[config.mk]
export PLATFORM = sky130hd
export DESIGN_NAME = pipe_if_id
export DESIGN_NICKNAME = d
export VERILOG_FILES = /design/src/rtl/pipe_if_id.sv
export SDC_FILE = /design/constraint.sdc
export NUM_CORES = 1
export LEC_CHECK = 0
export CORE_ASPECT_RATIO = 1.1
export CORE_MARGIN = 2
export CORE_UTILIZATION = 49
export DETAILED_ROUTE_END_ITERATION = 8
export PLACE_DENSITY = 0.79
export SLEW_MARGIN = 20
export SYNTH_ARGS = -nofsm -noshare
export SYNTH_HDL_FRONTEND = slang
export SYNTH_SLANG_ARGS = --single-unit
[constraint.sdc]
create_clock -name clk -period 1.8 [get_ports clk]
set_input_delay 0.27 -clock clk [delete_from_list [all_inputs] [get_ports clk]]
set_output_delay 0.27 -clock clk [all_outputs]
set_load 0.01 [all_outputs]
[src/rtl/pipe_if_id.sv]
// -----------------------------------------------------------------------------
// pipe_if_id : IF->ID pipeline register with a one-entry skid buffer.
//
// The output register holds the instruction currently in ID. When ID is
// stalled and IMEM still returns a response, that response is parked in the
// skid register. While the skid is occupied, inst_ready_IF drops, so IMEM
// back-pressure comes from registered state only and never from stall/flush.
// Per-edge priority is flush > stall > advance. Flush also kills the skid
// entry, because it holds a wrong-path fetch.
//
// Optional feature: define PIPE_IF_ID_PERF_EN to add saturating 32-bit
// stall/flush/bubble event counters as extra outputs.
// -----------------------------------------------------------------------------
module pipe_if_id (
  input  logic        clk,
  input  logic        rst,            // asynchronous, active-low
  input  logic [31:0] pc_IF,
  input  logic [31:0] npc_IF,
  input  logic [31:0] inst_IF,
  input  logic        inst_valid_IF,
  output logic        inst_ready_IF,
  input  logic        stall_ID,
  input  logic        flush_ID,
  output logic        valid_ID,
  output logic [31:0] pc_ID,
  output logic [31:0] npc_ID,
  output logic [31:0] inst_ID
`ifdef PIPE_IF_ID_PERF_EN
  ,
  output logic [31:0] stall_cnt,
  output logic [31:0] flush_cnt,
  output logic [31:0] bubble_cnt
`endif
);

  logic        r_skid_valid;
  logic [31:0] r_skid_pc;
  logic [31:0] r_skid_npc;
  logic [31:0] r_skid_inst;

  logic        w_accept;

  // Ready depends only on skid occupancy, which keeps it glitch-free w.r.t. hazards.
  assign inst_ready_IF = ~r_skid_valid;
  assign w_accept      = inst_valid_IF & ~r_skid_valid;

  // Output register and skid register update: flush > stall > advance.
  always_ff @(posedge clk or negedge rst) begin
    if (!rst) begin
      // NOTE: the skid data is cleared as well as its valid bit, so no stale
      // instruction bits from before reset remain visible in the block.
      valid_ID     <= 1'b0;
      pc_ID        <= '0;
      npc_ID       <= '0;
      inst_ID      <= '0;
      r_skid_valid <= 1'b0;
      r_skid_pc    <= '0;
      r_skid_npc   <= '0;
      r_skid_inst  <= '0;
    end else if (flush_ID) begin
      // NOTE: non-blocking assignments keep every register sampling the
      // pre-edge state, so the order of these statements does not matter.
      valid_ID     <= 1'b0;
      pc_ID        <= '0;
      npc_ID       <= '0;
      inst_ID      <= '0;
      r_skid_valid <= 1'b0;
    end else if (stall_ID) begin
      if (w_accept) begin
        r_skid_valid <= 1'b1;
        r_skid_pc    <= pc_IF;
        r_skid_npc   <= npc_IF;
        r_skid_inst  <= inst_IF;
      end
    end else if (r_skid_valid) begin
      // Drain the parked response first to preserve program order.
      valid_ID     <= 1'b1;
      pc_ID        <= r_skid_pc;
      npc_ID       <= r_skid_npc;
      inst_ID      <= r_skid_inst;
      r_skid_valid <= 1'b0;
    end else if (w_accept) begin
      valid_ID <= 1'b1;
      pc_ID    <= pc_IF;
      npc_ID   <= npc_IF;
      inst_ID  <= inst_IF;
    end else begin
      // Bubble: nothing to hand to ID, present a NOP.
      valid_ID <= 1'b0;
      pc_ID    <= '0;
      npc_ID   <= '0;
      inst_ID  <= '0;
    end
  end

`ifdef PIPE_IF_ID_PERF_EN
  logic w_stall_evt;
  logic w_bubble_evt;

  assign w_stall_evt  = stall_ID & ~flush_ID;
  assign w_bubble_evt = ~flush_ID & ~stall_ID & ~r_skid_valid & ~w_accept;

  // Saturating event counters for pipeline occupancy statistics.
  always_ff @(posedge clk or negedge rst) begin
    if (!rst) begin
      stall_cnt  <= '0;
      flush_cnt  <= '0;
      bubble_cnt <= '0;
    end else begin
      if (w_stall_evt && (stall_cnt != 32'hFFFF_FFFF))
        stall_cnt <= stall_cnt + 32'd1;
      if (flush_ID && (flush_cnt != 32'hFFFF_FFFF))
        flush_cnt <= flush_cnt + 32'd1;
      if (w_bubble_evt && (bubble_cnt != 32'hFFFF_FFFF))
        bubble_cnt <= bubble_cnt + 32'd1;
    end
  end
`endif

endmodule
==> reports/results.txt <==
Outcome - finished clean
DR WL/cell - 21.1 um
Clock power share - 37.3%
Met1 Wirelength - 8.36 mm
Top Layer Used - met4
Crit share post-route - 91.6%
EDFF count, synth - 0
Met2 wire length - 9.98 mm
Post-CTS Setup Inserts - 0
Flop pwr share - 48.7%
Clock root cell - clkbuf_16
Yosys Warn Count - 0
Vias per cell - 5.90
Startpoint Class - flip-flop
Clk sinks - 194
Die width - 126 um
Cell taking the most area after synthesis - dfrtp_1
Global-route wire length before repair - 32.7 mm
Most frequent cell after synthesis - dfrtp_1
IO Pins - 199
Max-cap violations - 0
Antenna-violating nets left - 0
Ys async rst share - 100%
Post-Syn Area per Cell - 14.9 sq um
Post-Syn Area - 0.00808 sq mm
Reg2reg start - r_skid_valid
Main synth FF type - dfrtp_1
1st-pass router iterations - 6
Grt ovf - 0
Yosys top cell area share - 60.1%
Fin util - 68.0%
CTS buffer count - 17
Mapped Nets - 645
Via count - 5605
Worst-Margin Slew - 509 ps
P_leak - 5.13 nW
ANT cells - 0
Largest net degree at the start of global routing - 55
Crit. End Element - output pin
Fin crit period - 1650 ps
Die area - 0.0175 sq mm
Tot Pwr - 10.8 mW
Seq/Total Area, Yosys - 60.1%
Worst Path Arrival - 1380 ps
WP buf/inv - 1
RSZ-0062 raised after global routing - false
#FFs+latches synth - 194
Synth top cells by count - 194 x dfrtp_1, 96 x a221o_1, 95 x and3b_1
Cells after synthesis - 544
Final WL - 20.1 mm
Final WS setup - 152 ps
Metal3 WL - 1.32 mm
Slowest-stage cell, CP - clkdlybuf4s50_1
# H-tree levels - 4
Initial drt markers - 456
Final setup fails - 0
CP Cell Sequence - clkdlybuf4s50_1
Nets - 834
Post-route design area - 0.0111 sq mm
Layout cells sized above 1 - 20.8%
Final hold vios - 0
Die H - 139 um
Placer Congestion - 0.757
Min-Delay Path Class - in2async
Worst-path clk slew - 70 ps
Internal power - 8.32 mW
Reg2reg path depth - 4
CTS Buffer Depth - 2
CTS tree - done
Power Dens Cells - 976 mW/mm^2
Initial Utilization - 49.7%
Comb power frac - 14.0%
Core Area - 0.0162 sq mm
Max Clock Skew - 7.95 ps
Global Route Usage Sum - 23.4%
PortBufs - 198
Clock Latency Late Sink - 420 ps
Fin. max-slew vios - 0
Max-slew headroom - 66.1%
Synth cell types - 16
TNS Setup - 0 ps
Internal reg-to-reg setup slack - 160 ps
Max Clk Rate - 607 MHz
Layout Area Growth over Synthesis - 36.7%
CP delay by family, top - buffers and inverters
Post-Place Cell Area - 0.0104 sq mm
Worst-path fanout max - 2
Antenna violations before repair - 0
Worst vdd ir - 610 uV
Sw Share - 22.9%
Number of global-route vias before repair - 6203
P_sw - 2.47 mW
CP Class - reg2out
Slowest stage delay, CP - 570 ps
Crit path required time - 1530 ps
DP Wirelength - 13.0 mm
Num rows - 49
Largest cells by area after synthesis - dfrtp_1 60%, mux2_2 13%, a221o_1 12%
DP Worst Slack - -206 ps
Number of remaining DRC errors - 0
Reg-to-Reg End - r_skid_npc[9]
[layout by cell type, fill, tap and decap left out, drive strengths merged]
cell	instances
clkdlybuf4s50	194
dfrtp	194
a221o	96
mux2	96
and3b	95
clkbuf	26
buf	26
bufinv	3
clkinv	3
nor2b	2
nor3	2
inv	2
nor4bb	2
nor4b	1
nor3b	1
o21a	1
dlygate4sd3	1
dlygate4sd2	1
[sequential cells by signal, indices dropped and copies added, names as in the netlist]
register,count
inst_ID,32
npc_ID,32
pc_ID,32
r_skid_inst,32
r_skid_npc,32
r_skid_pc,32
r_skid_valid,1
valid_ID,1
[power by group through the flow]
stage | logic [mW] | clock network [mW] | registers, mW
3_5_place_dp | 1.53 | 0 | 5.32
2_1_floorplan | 0.700 | 0 | 5.28
4_1_cts | 1.53 | 4.11 | 5.25
3_3_place_gp | 1.47 | 0 | 5.28
5_1_grt | 1.63 | 4.29 | 5.31
6_report | 1.51 | 4.03 | 5.25
[kinds of logic after synthesis]
logic type	synth area share, %
DFF	60.1
and+or+nand+nor	11.3
AOI/OAI and AO/OA	12.0
muxes	13.4
buffers and inverters	3.31
[per-layer routing]
metal	vias to the layer above	GRT usage, %
met5	-	0
met4	0	8.21
met3	29	6.75
met2	177	38.2
met1	2909	29.8
li1	2490	-
[worst max path at each step]
stage | depth (start not counted) | slack (ps) | to | startpoint
floorplan | 5 | 200 | r_skid_npc[22] | r_skid_valid
CTS | 1 | 140 | pc_ID[25] | pc_ID[25]
global route | 4 | 90 | r_skid_npc[9] | r_skid_valid
finish | 1 | 150 | pc_ID[25] | pc_ID[25]
detailed placement | 5 | -210 | r_skid_npc[11] | inst_valid_IF
global placement | 5 | -150 | r_skid_npc[10] | inst_valid_IF
[stage by stage]
step / hold WS [ps] / instances
6_report: 348 / 950
5_1_grt: 382 / 950
4_1_cts: 343 / 950
3_5_place_dp: 242 / 917
3_3_place_gp: 239 / 917
2_1_floorplan: -25.6 / 544
[area by class of cell]
class | count | area, sq um
Fill cell | 1085 | 5190
Sequential cell | 194 | 4850
Multi-Input combinational cell | 296 | 2980
Timing Repair Buffer | 223 | 2310
Clock buffer | 25 | 526
Tap cell | 204 | 255
Clock inverter | 7 | 118
Inverter | 1 | 3.75
[timing repair]
action / CTS / global route
gates resized for setup: 1 / 0
hold buffers: 1 / 0
endpoints found under the setup margin: 1 / 0
hold endpoints to repair: 41 / 0
No activity file was read; power rests on OpenSTA's default activity.
==> edit: new RTL, same flow settings <==
Build with the macro `PIPE_IF_ID_PERF_EN` defined.
--- a/src/rtl/pipe_if_id.sv
+++ b/src/rtl/pipe_if_id.sv
@@ -11,6 +11,8 @@
 // Optional feature: define PIPE_IF_ID_PERF_EN to add saturating 32-bit
 // stall/flush/bubble event counters as extra outputs.
 // -----------------------------------------------------------------------------
+`define PIPE_IF_ID_PERF_EN
+
 module pipe_if_id (
   input  logic        clk,
   input  logic        rst,            // asynchronous, active-low
Formal check against the unedited RTL (old outputs only; new: bubble_cnt, flush_cnt and stall_cnt): equivalent (equiv_simple and equiv_induct, registers matched by name and starting in step).
==> edit against the unedited design <==
- the run now ends with setup timing left
- die area up 57%
- area after synthesis up 59%
- wire length up 92%
- worst hold slack worse by 0.14 ns
- total power up 62%
- sequential cell count up 96
- setup slack worse by 0.35 ns
- final area up 76%
==> edit: results (changes against the unedited design) <==
- Initial DRT Pass Iterations: 5 (was 6)
- Post-synthesis mux area share: 0.08507 (was 0.1337)
- GP Congestion: 0.8692 (was 0.7565)
- Clk Latency, worst-skew pair: 0.55 ns (was 0.42 ns)
- M3 GR Usage: 0.05025 (was 0.06752)
- Placed insts: 1920 (was 917)
- Post-synthesis sequential area ratio: 0.5652 (was 0.6006)
- Adder-cell share of the synthesized area: 0.002923 (was 0)
- Arrival time worst endpoint: 2.43 ns (was 1.38 ns)
- Post-synthesis cell count: 1191 (was 544)
- Post-DP HPWL: 24380 um (was 12960 um)
- Post-Syn Nets: 1295 (was 645)
- Worst Clk Skew: 0.008348 ns (was 0.007949 ns)
- Gr usage total: 0.2649 (was 0.2336)
- Status: complete, but fails checks (was finished clean)
- Buffers on Ports: 294 (was 198)
- Final setup viols: 61 (was 0)
- Initial antenna violation count: 4 (was 0)
- Max FO, Critical Path: 18 (was 2)
- Violated checks: setup timing
- DRT Wirelength: 38640 um (was 20080 um)
- Setup total negative slack: -5.558 ns (was 0 ns)
- Rel. slew slack: 0.3289 (was 0.6608)
- Max IR drop VDD: 1.146 mV (was 0.6101 mV)
- Met2 usage: 0.4520 (was 0.3825)
- Compound-Gate Fraction of Synth Area: 0.1020 (was 0.1198)
- Leak pwr: 9.468 nW (was 5.133 nW)
- Synth Area in XOR/XNOR: 0.06207 (was 0)
- Max Root-Sink Buffers: 3 (was 2)
- Setup WS pre-CTS: -0.2732 ns (was -0.2063 ns)
- Layout Nets: 1754 (was 834)
- Top area cells in the synthesized netlist: dfrtp_1 57%, mux2_2 8.5%, nor2_1 6.4% (was dfrtp_1 60%, mux2_2 13%, a221o_1 12%)
- Cell variety after synth: 40 (was 16)
- Iter 0 DRT Violations: 684 (was 456)
- Synth cell count leaders: 290 x dfrtp_1, 219 x nor2_1, 99 x a21oi_1, 97 x mux2_2, 96 x a22oi_1 (was 194 x dfrtp_1, 96 x a221o_1, 95 x and3b_1, 94 x mux2_2, 27 x clkbuf_1)
- Final WS setup: -0.1942 ns (was 0.1518 ns)
- Met1 GRT Util: 0.3278 (was 0.2977)
- Global-route wire length before repair: 58820 um (was 32730 um)
- Largest net degree at the start of global routing: 101 (was 55)
- Num CTS Buffers: 30 (was 17)
- DR WL/cell: 19.05 um (was 21.14 um)
## edit: changes by cell type after synthesis, moves of 61 or more
cell	delta
a21oi_1	+99
a221o_1	-96
a22oi_1	+96
and3b_1	-95
dfrtp_1	+96
nor2_1	+219
xnor2_1	+61
## edit: where the power goes
part	switching (mW)	internal [mW]	total [mW]	leakage [nW]
Clock	2.59	3.76	6.35	0.512
Combinational	1.58	1.81	3.39	5.22
Sequential	0.476	7.27	7.75	3.74
Total	4.64	12.8	17.5	9.47
## edit: final timing paths
kind	endpoint	from	depth (start not counted)	slack, ns
worst max-delay path	bubble_cnt[11]	bubble_cnt[11]	6	-0.19
worst min-delay path	inst_ID[20]	rst	2	0.21
worst max register to register	bubble_cnt[11]	bubble_cnt[11]	6	-0.19
worst min register to register	flush_cnt[15]	flush_cnt[15]	1	0.51
max in group asynchronous	npc_ID[30]	rst	4	0.83
min in group clk	r_skid_valid	stall_ID	4	0.27
## edit: metal layers
layer  wire (um)  part of all wire
met5          13           0.00034
met4        1627             0.042
met3        2412             0.062
met2       19650              0.51
met1       14940              0.39
## edit: cells by family (layout without fill, tap and decap cells)
group           after synthesis  in the layout
compound gates              204            204
flops                       290            290
simple gates                419            419
buf+inv                      87            569
fa+ha+maj                     3              3
xor+xnor                     91             91
mux                          97             97
other cells                   0              3
## edit: repair_timing
action                     in CTS  in global routing
setup endpoints to repair     150                174
gates cloned                    1                  3
hold buffers                    1                  0
gates resized for setup       130                117
setup buffers                  22                 30
hold endpoints to repair      219                  0
pin swaps                      36                 60
## edit: final cells by class
cell class,count,area (um2)
flip-flops and latches,290,7279
fillers,1716,6432
multi-input cells,814,5959
repair buffers,503,4740
clock buffers,40,859.6
well taps,352,440.4
clock inverters,15,150.1
inverters,11,41.29
diodes,3,7.507
## edit: critical path, stage by stage, from the launching register on
cell     delay [ns]
dfrtp_1        0.36
nand4_1        0.14
or4_4          0.58
o31a_1         0.35
buf_12         0.18
and3_4         0.15
xor2_1         0.13
